`config.mk`:
```
export PLATFORM = sky130hd
export DESIGN_NAME = spi_master_tx
export DESIGN_NICKNAME = d
export VERILOG_FILES = /design/src/rtl/spi_pkg.sv /design/src/rtl/spi_phase_timer.sv /design/src/rtl/spi_master_tx.sv
export SDC_FILE = /design/constraint.sdc
export NUM_CORES = 1
export LEC_CHECK = 0
export CORE_MARGIN = 3
export CORE_UTILIZATION = 50
export DETAILED_ROUTE_END_ITERATION = 10
export GPL_TIMING_DRIVEN = 0
export PLACE_DENSITY_LB_ADDON = 0.08
export SYNTH_ARGS = -nofsm -noshare
export SYNTH_HDL_FRONTEND = slang
export SYNTH_SLANG_ARGS = --single-unit
```
`constraint.sdc`:
```
create_clock -name clk_in -period 11.69 [get_ports clk_in]
set_input_delay 2.338 -clock clk_in [delete_from_list [all_inputs] [get_ports clk_in]]
set_output_delay 2.338 -clock clk_in [all_outputs]
set_load 0.01 [all_outputs]
```
`src/rtl/spi_pkg.sv`:
```
// spi_pkg: shared state encoding and idle pin levels for the SPI initiator
package spi_pkg;
    typedef enum logic [2:0] {IDLE, SETUP, LOW, HIGH, HOLD, GAP} state_t;
    localparam logic SPI_IDLE_SCK  = 1'b0;
    localparam logic SPI_IDLE_CS_N = 1'b1;
endpackage

```
`src/rtl/spi_phase_timer.sv`:
```
// spi_phase_timer: loadable down-counter flagging the last cycle of a timed phase
module spi_phase_timer #(
    parameter int CW = 3
) (
    input  logic          clk_in,
    input  logic          reset_in,
    input  logic          load_in,
    input  logic [CW-1:0] load_val_in,
    output logic          tc_out
);
    logic [CW-1:0] cnt;
    always_ff @(posedge clk_in or posedge reset_in)
        if (reset_in) cnt <= '0;
        else if (load_in) cnt <= load_val_in;
        else if (cnt != '0) cnt <= cnt - CW'(1);
    assign tc_out = cnt == '0;
endmodule

```
`src/rtl/spi_master_tx.sv`:
```
// spi_master_tx: mode-0 MSB-first SPI initiator with synchronized SDI capture
module spi_master_tx
    import spi_pkg::*;
#(
    parameter int WIDTH       = 32,
    parameter int HALF_PERIOD = 4
) (
    input  logic             clk_in,
    input  logic             reset_in,
    input  logic             start_in,
    input  logic [WIDTH-1:0] tx_data_in,
    output logic             busy_out,
    output logic             done_out,
    output logic [WIDTH-1:0] rx_data_out,
    output logic             sck_out,
    output logic             sdo_out,
    output logic             cs_n_out,
    input  logic             sdi_in
);
    localparam int CW = $clog2(HALF_PERIOD + 1);
    localparam int BW = $clog2(WIDTH + 1);
    state_t state, next;
    logic tc, load;
    logic [CW-1:0] load_val;
    logic [WIDTH-1:0] tx_sr, rx_sr;
    logic [BW-1:0] bit_cnt;
    logic sdi_meta, sdi_sync;
    spi_phase_timer #(.CW(CW)) u_timer (
        .clk_in(clk_in),
        .reset_in(reset_in),
        .load_in(load),
        .load_val_in(load_val),
        .tc_out(tc)
    );
    // SETUP stands in for bit 0's low phase, so it hands over straight to HIGH
    always_comb begin
        next = state;
        case (state)
            IDLE:    next = start_in ? SETUP : IDLE;
            SETUP:   next = tc ? HIGH : SETUP;
            LOW:     next = tc ? HIGH : LOW;
            HIGH:    next = !tc ? HIGH : (bit_cnt == BW'(WIDTH - 1)) ? HOLD : LOW;
            HOLD:    next = tc ? GAP : HOLD;
            GAP:     next = tc ? IDLE : GAP;
            default: next = IDLE;
        endcase
        load = next != state;
        // GAP runs one extra cycle to cover the done pulse
        load_val = (next == GAP) ? CW'(HALF_PERIOD) : CW'(HALF_PERIOD - 1);
    end
    always_ff @(posedge clk_in or posedge reset_in)
        if (reset_in) begin
            state <= IDLE;
            {sdi_sync, sdi_meta} <= 2'b00;
            tx_sr <= '0;
            rx_sr <= '0;
            bit_cnt <= '0;
            rx_data_out <= '0;
            done_out <= 1'b0;
            busy_out <= 1'b0;
            sck_out <= SPI_IDLE_SCK;
            cs_n_out <= SPI_IDLE_CS_N;
        end else begin
            state <= next;
            {sdi_sync, sdi_meta} <= {sdi_meta, sdi_in};
            sck_out <= next == HIGH;
            cs_n_out <= (next == IDLE) || (next == GAP);
            busy_out <= next != IDLE;
            done_out <= (state == HOLD) && tc;
            if ((state == IDLE) && start_in) begin
                tx_sr <= tx_data_in;
                rx_sr <= '0;
                bit_cnt <= '0;
            end
            if (((state == SETUP) || (state == LOW)) && tc) rx_sr <= (rx_sr << 1) | WIDTH'(sdi_sync);
            if ((state == HIGH) && tc) begin
                bit_cnt <= bit_cnt + BW'(1);
                if (next == LOW) tx_sr <= tx_sr << 1;
            end
            if ((state == HOLD) && tc) begin
                rx_data_out <= rx_sr;
                tx_sr <= '0;
            end
        end
    assign sdo_out = tx_sr[WIDTH-1];
endmodule

```
==> impl_results.md <==
* Outcome: finished clean
* First-pass GRT wire length at 18,300 microns
* Nets at 641
* Yosys top cell area share at 0.575
* DP Worst Slack at 7860 ps
* I/O Buffers at 72
* Die area at 0.0111 sq mm
* Final WL at 10,700 microns
* Synth unique cells at 39
* Post-synth EDFFs at 0
* Worst vdd ir at 0.117 mV
* Root Buffer: clkbuf_8
* Io pins at 73
* Mapped cell area at 0.00492 sq mm
* Clk pin slew, worst setup/hold paths at 60 ps
* Hold buffers post-CTS at 0
* Dominant synthesized flop cell: dfrtp_1
* RSZ-0062 raised after global routing: false
* Slowest Stage Delay on Critical Path at 520 ps
* FFs w/ async S/R, synth at 1.00
* Share of cells above drive strength 1 at 0.111
* Chip width at 105 microns
* Worst-case clock buffer depth at 2
* Fill cells at 762
* Post-route ant nets at 0
* CP max stage cell: clkdlybuf4s50_1
* Critical path type: register to primary output
* Max-cap violations at 0
* # placed instances at 712
* Synth area leader: dfrtp_1
* Req. time, crit path at 9350 ps
* Fin. max-slew vios at 0
* CP endpoint kind: primary output
* TritonCTS clock tree: built
* Final hold vios at 0
* Crit-path cells: clkdlybuf4s50_1
* Post-route insts no fill at 744
* Initial antenna violation count at 0
* Top cells by area, synth: dfrtp_1 57%, nand2_1 13%, mux2i_1 6.5%, o21ai_0 4.9%, a21oi_1 3.5%
* Cell count after synthesis at 510
* Clock latency at the later pin of the worst-skew pair at 510 ps
* Initial DRC Count at 164
* Hpwl dp at between 7000 and 8000 microns
* CP top delay family: buffers and inverters
* Placed Instance Area at 0.00583 sq mm
* Gr usage total at 0.206
* CP Max Fanout at 1
* Core area at 0.00942 sq mm
* Final setup TNS at 0 ps
* Final Cell Area at 0.00643 sq mm
* # clock sinks at approximately 110
* Vias in the first global route at 3,838
* H-tree depth at 4
* Largest net degree at the start of global routing at 74
* GPL Wtd Cong at 0.787
* Yosys reg bits at around 110
* Mapped Nets at about 550
* Post-synthesis sequential area ratio at 0.580
* Avg WL per Cell at 14.4 microns
* Worst Tran Pin Value at 570 ps
* Clk_skew at 10.3 ps
* Max Freq at approximately 260 MHz
* TritonRoute pass-1 iters at 4
* DRC errors left at 0
* # setup viols final at 0
* P per Cell Area at 220 mW/mm^2
* Signal arrival time at the worst endpoint at 1550 ps
* Chip height at 105 microns
* Avg Inst Size Synth at about 9.6 sq um
* Final min period at 3890 ps
* Setup ws final at 7800 ps
* Total number of vias at roughly 3.8k
* Cts bufs inserted at 17
* ANT cells at 0
* Worst Path Buf+Inv at 1
* Post-cts sizing count at 0
* Drt via density at 5.16
* Startpoint Class: register
* Rows at 35
* Slew headroom at 0.620
* Synth warnings at 0
* Post-CTS setup buffers at 0
* Initial Util at 0.523
* P_leak at 3.09 nW
* Total gr overflow at 0
* Commonest cells post-synth: 171 x nand2_1, 113 x dfrtp_1, 48 x o21ai_0
* Final Cycle Share at 0.332
* Min-Delay Path Class: register to register
* Layout area overhead at 30.7%
* Count leader, synth: nand2_1
[stage by stage]
step / utilization / total power, W / hold WS, ps
4_1_cts: 0.683 / 0.00142 / 378
3_5_place_dp: 0.619 / 0.000899 / 367
6_report: 0.683 / 0.00142 / 369
2_1_floorplan: - / 0.000806 / 331
5_1_grt: 0.683 / 0.00150 / 387
3_3_place_gp: 0.616 / 0.000878 / 338
[layout by cell type (no fill, tap or decap), drive strengths merged, types with 3 or more instances in the layout]
| master | Yosys | routed |
|---|---|---|
| ha | 3 | 3 |
| nor2 | 9 | 9 |
| nand3 | 6 | 6 |
| nand2 | 171 | 171 |
| bufinv | 0 | 3 |
| dfrtp | 113 | 113 |
| clkinvlp | 0 | 4 |
| buf | 23 | 24 |
| o21ai | 69 | 69 |
| inv | 6 | 9 |
| clkbuf | 10 | 27 |
| a21oi | 34 | 34 |
| clkinv | 0 | 5 |
| mux2i | 32 | 32 |
| nor3 | 5 | 5 |
| clkdlybuf4s50 | 0 | 72 |
[state kept, by name (all words and copies together) (netlist names)]
register,flops
busy_out,1
cs_n_out,1
done_out,1
sdi_meta,1
rx_sr,32
state,3
tx_sr,32
u_timer.cnt,3
bit_cnt,6
sck_out,1
rx_data_out,32
sdi_sync,1
[path summary, 6_finish.rpt]
path                                             from                     to  slack [ps]  cells past startpoint
hold / removal                     sdi_meta$_DFF_PP0_     sdi_sync$_DFF_PP0_         370                      0
hold reg to reg                    sdi_meta$_DFF_PP0_     sdi_sync$_DFF_PP0_         370                      0
min in group asynchronous                    reset_in    tx_sr[26]$_DFF_PP0_        2240                      2
setup reg to reg           u_timer.cnt[0]$_DFFE_PP0P_  rx_sr[30]$_DFFE_PP0P_        9740                      6
setup / recovery                   cs_n_out$_DFF_PP1_               cs_n_out        7800                      1
max in group asynchronous                    reset_in  rx_sr[31]$_DFFE_PP0P_        8700                      3
[layer usage]
| metal | global-route usage | vias to the layer above | share of wire |
|---|---|---|---|
| met5 | 0 | - | 0 |
| li1 | - | 1896 | - |
| met1 | 0.258 | 1840 | 0.45 |
| met2 | 0.346 | 89 | 0.50 |
| met3 | 0.0562 | 15 | 0.039 |
| met4 | 0.0665 | 0 | 0.012 |
[power breakdown]
group          total (W)  switching (W)  internal, W
sequential      0.000576      0.0000730     0.000503
clock           0.000519       0.000192     0.000326
combinational   0.000321       0.000177     0.000144
total            0.00142       0.000443     0.000973
[logic make-up (layout without fill, tap and decap cells)]
family | Yosys count | count (layout) | synth area share
adder cells (fa/ha/maj) | 3 | 3 | 0.00763
buffers and inverters | 39 | 144 | 0.0387
flip-flops | 114 | 114 | 0.580
AO/OA/AOI/OAI | 115 | 115 | 0.129
multiplexers | 33 | 33 | 0.0674
XOR/XNOR | 4 | 4 | 0.00712
AND/OR/NAND/NOR | 202 | 202 | 0.170
[layout make-up]
| cell class | count | area [sq um] | area share |
|---|---|---|---|
| clock inverters | 15 | 183 | 0.0284 |
| flip-flops and latches | 114 | 2850 | 0.444 |
| plain buffers | 33 | 168 | 0.0261 |
| multi-input cells | 357 | 1880 | 0.292 |
| inverters | 6 | 25.0 | 0.00389 |
| clock buffers | 17 | 414 | 0.0644 |
| repair buffers | 73 | 748 | 0.116 |
| well taps | 129 | 161 | 0.0251 |
[worst register-to-register path, cell delays in order (launching register included)]
cell	delay, ps
dfrtp_1	400
inv_1	100
ha_1	230
or3b_4	440
nor2_4	250
buf_2	260
o21ai_0	140
Power figures use the tool's default switching activity.
==> patch: new RTL, same flow settings <==
Re-encode `state_t` (6 states) as one-hot, 6 bits wide.
--- a/src/rtl/spi_pkg.sv
+++ b/src/rtl/spi_pkg.sv
@@ -1,6 +1,6 @@
 // spi_pkg: shared state encoding and idle pin levels for the SPI initiator
 package spi_pkg;
-    typedef enum logic [2:0] {IDLE, SETUP, LOW, HIGH, HOLD, GAP} state_t;
+    typedef enum logic [5:0] {IDLE = 6'b000001, SETUP = 6'b000010, LOW = 6'b000100, HIGH = 6'b001000, HOLD = 6'b010000, GAP = 6'b100000} state_t;
     localparam logic SPI_IDLE_SCK  = 1'b0;
     localparam logic SPI_IDLE_CS_N = 1'b1;
 endpackage
Check against the original RTL: same outputs for any inputs over 10 cycles, from zero or initial values and one cycle with reset_in high; not proved beyond that.
==> patch against the original RTL <==
- worst setup slack improved by 0.0060 ns
- worst hold slack got worse by 0.020 ns
- sequential cell count increased by 3
- die area increased by 3.3%
- total power decreased by 7.8%
- synthesized area increased by 3.5%
- routed wire length increased by 3.1%
- design area increased by 2.4%
- clock power decreased by 5.4%
- sequential power decreased by 9.9%
- first-iteration DRC count increased by 54%
- largest power group unchanged
==> patch: results (changes against the original RTL) <==
| Metric | Value |
|---|---|
| Clk slew on worst S/H paths | `0.06 ns (about the same)` |
| Critical path's slowest cell | `clkdlybuf4s50_1` |
| # port buffers | `72 (unchanged)` |
| Primary FF master, synth | `dfrtp_1` |
| Top delay family on crit path | `buffers and inverters` |
| Routed wire length | `11030 um (+3.1%)` |
| FFs w/ async S/R, synth | `100.0% (unchanged)` |
| Status | `finished clean` |
| Worst slew pin tran | `0.6907 ns (+0.1207 ns)` |
| Synth warnings | `0 (unchanged)` |
| Initial DRC Count | `253 (+54%)` |
| Hold Fails Final Rpt | `0 (unchanged)` |
| GRT Util Overall | `20.68% (+0.079 points)` |
| Hold depth | `0 (unchanged)` |
| Ranking of synthesized cells by area | `dfrtp_1 56%, nand2_1 8.0%, mux2i_1 6.5%, a22o_1 5.5%, a211oi_1 4.6%` |
| Worst VDD drop | `0.1036 mV (-11%)` |
| H-Tree Depth | `4 (unchanged)` |
| GPL Wtd Cong | `0.8592 (+9.2%)` |
| Ant diodes | `0 (unchanged)` |
| Clock Path Buffers | `2 (unchanged)` |
| CP arrival | `1.54 ns` |
| Leak | `3.196 nW (+3.3%)` |
| Synth cell types | `46 (+18%)` |
| Worst reg2reg path depth | `10 (+4)` |
| Fraction of layout cells with a size suffix above 1 | `11.58% (+0.53 points)` |
| Post-CTS setup buffer count | `0 (unchanged)` |
| Root Buffer | `clkbuf_8` |
| DP HPWL | `7247 um (+0.72%)` |
| Cts repair resizes | `0 (unchanged)` |
| CTS buffer count | `17 (unchanged)` |
| CP peak stage delay | `0.53 ns` |
| Post-synth EDFFs | `0 (unchanged)` |
| Clock latency on the worst-skew pair | `0.51 ns (about the same)` |
| Clock Skew | `0.007728 ns (-0.002588 ns)` |
| First-pass DRT Iterations | `4 (unchanged)` |
| Nets | `613 (-4.4%)` |
| Vias | `3907 (+1.7%)` |
| Largest regs | `rx_data_out (32), rx_sr (32), tx_sr (32)` |
| Sequential-to-total area share from yosys stat | `57.53% (-0.48 points)` |
| Synth top cells by count | `115 x dfrtp_1, 108 x nand2_1, 47 x nor2_1` |
| Hold WC Path Type | `register to register` |
| Largest net degree at the start of global routing | `74 (unchanged)` |
| Synthesized net count | `521 (-5.1%)` |
| Reg2reg setup slack | `9.06 ns (-0.68 ns)` |
| Global-route wire length before repair | `18800 um (+2.7%)` |
| CP max FO | `1 (unchanged)` |
| Antenna violations before repair | `0 (unchanged)` |
patch: cell types whose count changed after synthesis, moves of 4 or more:
cell and delta:
a211oi_1 +30, o21ai_0 -39, a21oi_1 -27, a22o_1 +31
nand3_1 +4, nor2_1 +40, o21ai_1 -21, nand2_1 -63
patch: kinds of logic after synthesis:
group                    share of synthesized area (%)
flip-flops                                       57.53
AO/OA/AOI/OAI                                    14.37
XOR/XNOR                                        0.6879
adder cells (fa/ha/maj)                         0.7370
AND/OR/NAND/NOR                                  16.31
multiplexers                                     6.485
buffers and inverters                            3.881
patch: where the power goes:
group | switching, mW | internal, mW
logic | 0.151 | 0.144
clock network | 0.185 | 0.306
registers | 0.0388 | 0.480
patch: metal layers:
layer / GRT usage [%] / share of wire [%]
met5: 0 / 0
met4: 7.854 / 0.95
met3: 4.275 / 3.8
met2: 31.29 / 47
met1: 29.58 / 48
patch: stage by stage:
stage               cell area [sq um]  hold slack [ns]  setup WS, ns  std cells  power [mW]
CTS                              6584           0.3542         7.773        720       1.315
finish                           6584           0.3493         7.810        720       1.305
global placement                 5981           0.3384         4.627        687      0.8064
floorplan                        5094           0.3312         6.255        482      0.7405
detailed placement               6013           0.3410         7.293        688      0.8179
global route                     6584           0.3620         7.680        720       1.373
patch: layout make-up:
type	count	area, sq um
timing repair buffer	73	748.2
fill	813	3236
multi-input combinational	324	1966
buffer	35	175.2
clock buffer	23	476.7
sequential	117	2930
clock inverter	9	93.84
tap	133	166.4
inverter	6	27.53
patch: final timing paths:
check	to	from
min in group asynchronous	tx_sr[7]	reset_in
min	sdi_sync	sdi_meta
max reg2reg	rx_data_out[29]	u_timer.cnt[0]
min reg2reg	sdi_sync	sdi_meta
max	cs_n_out	cs_n_out
max in group asynchronous	state[0]	reset_in
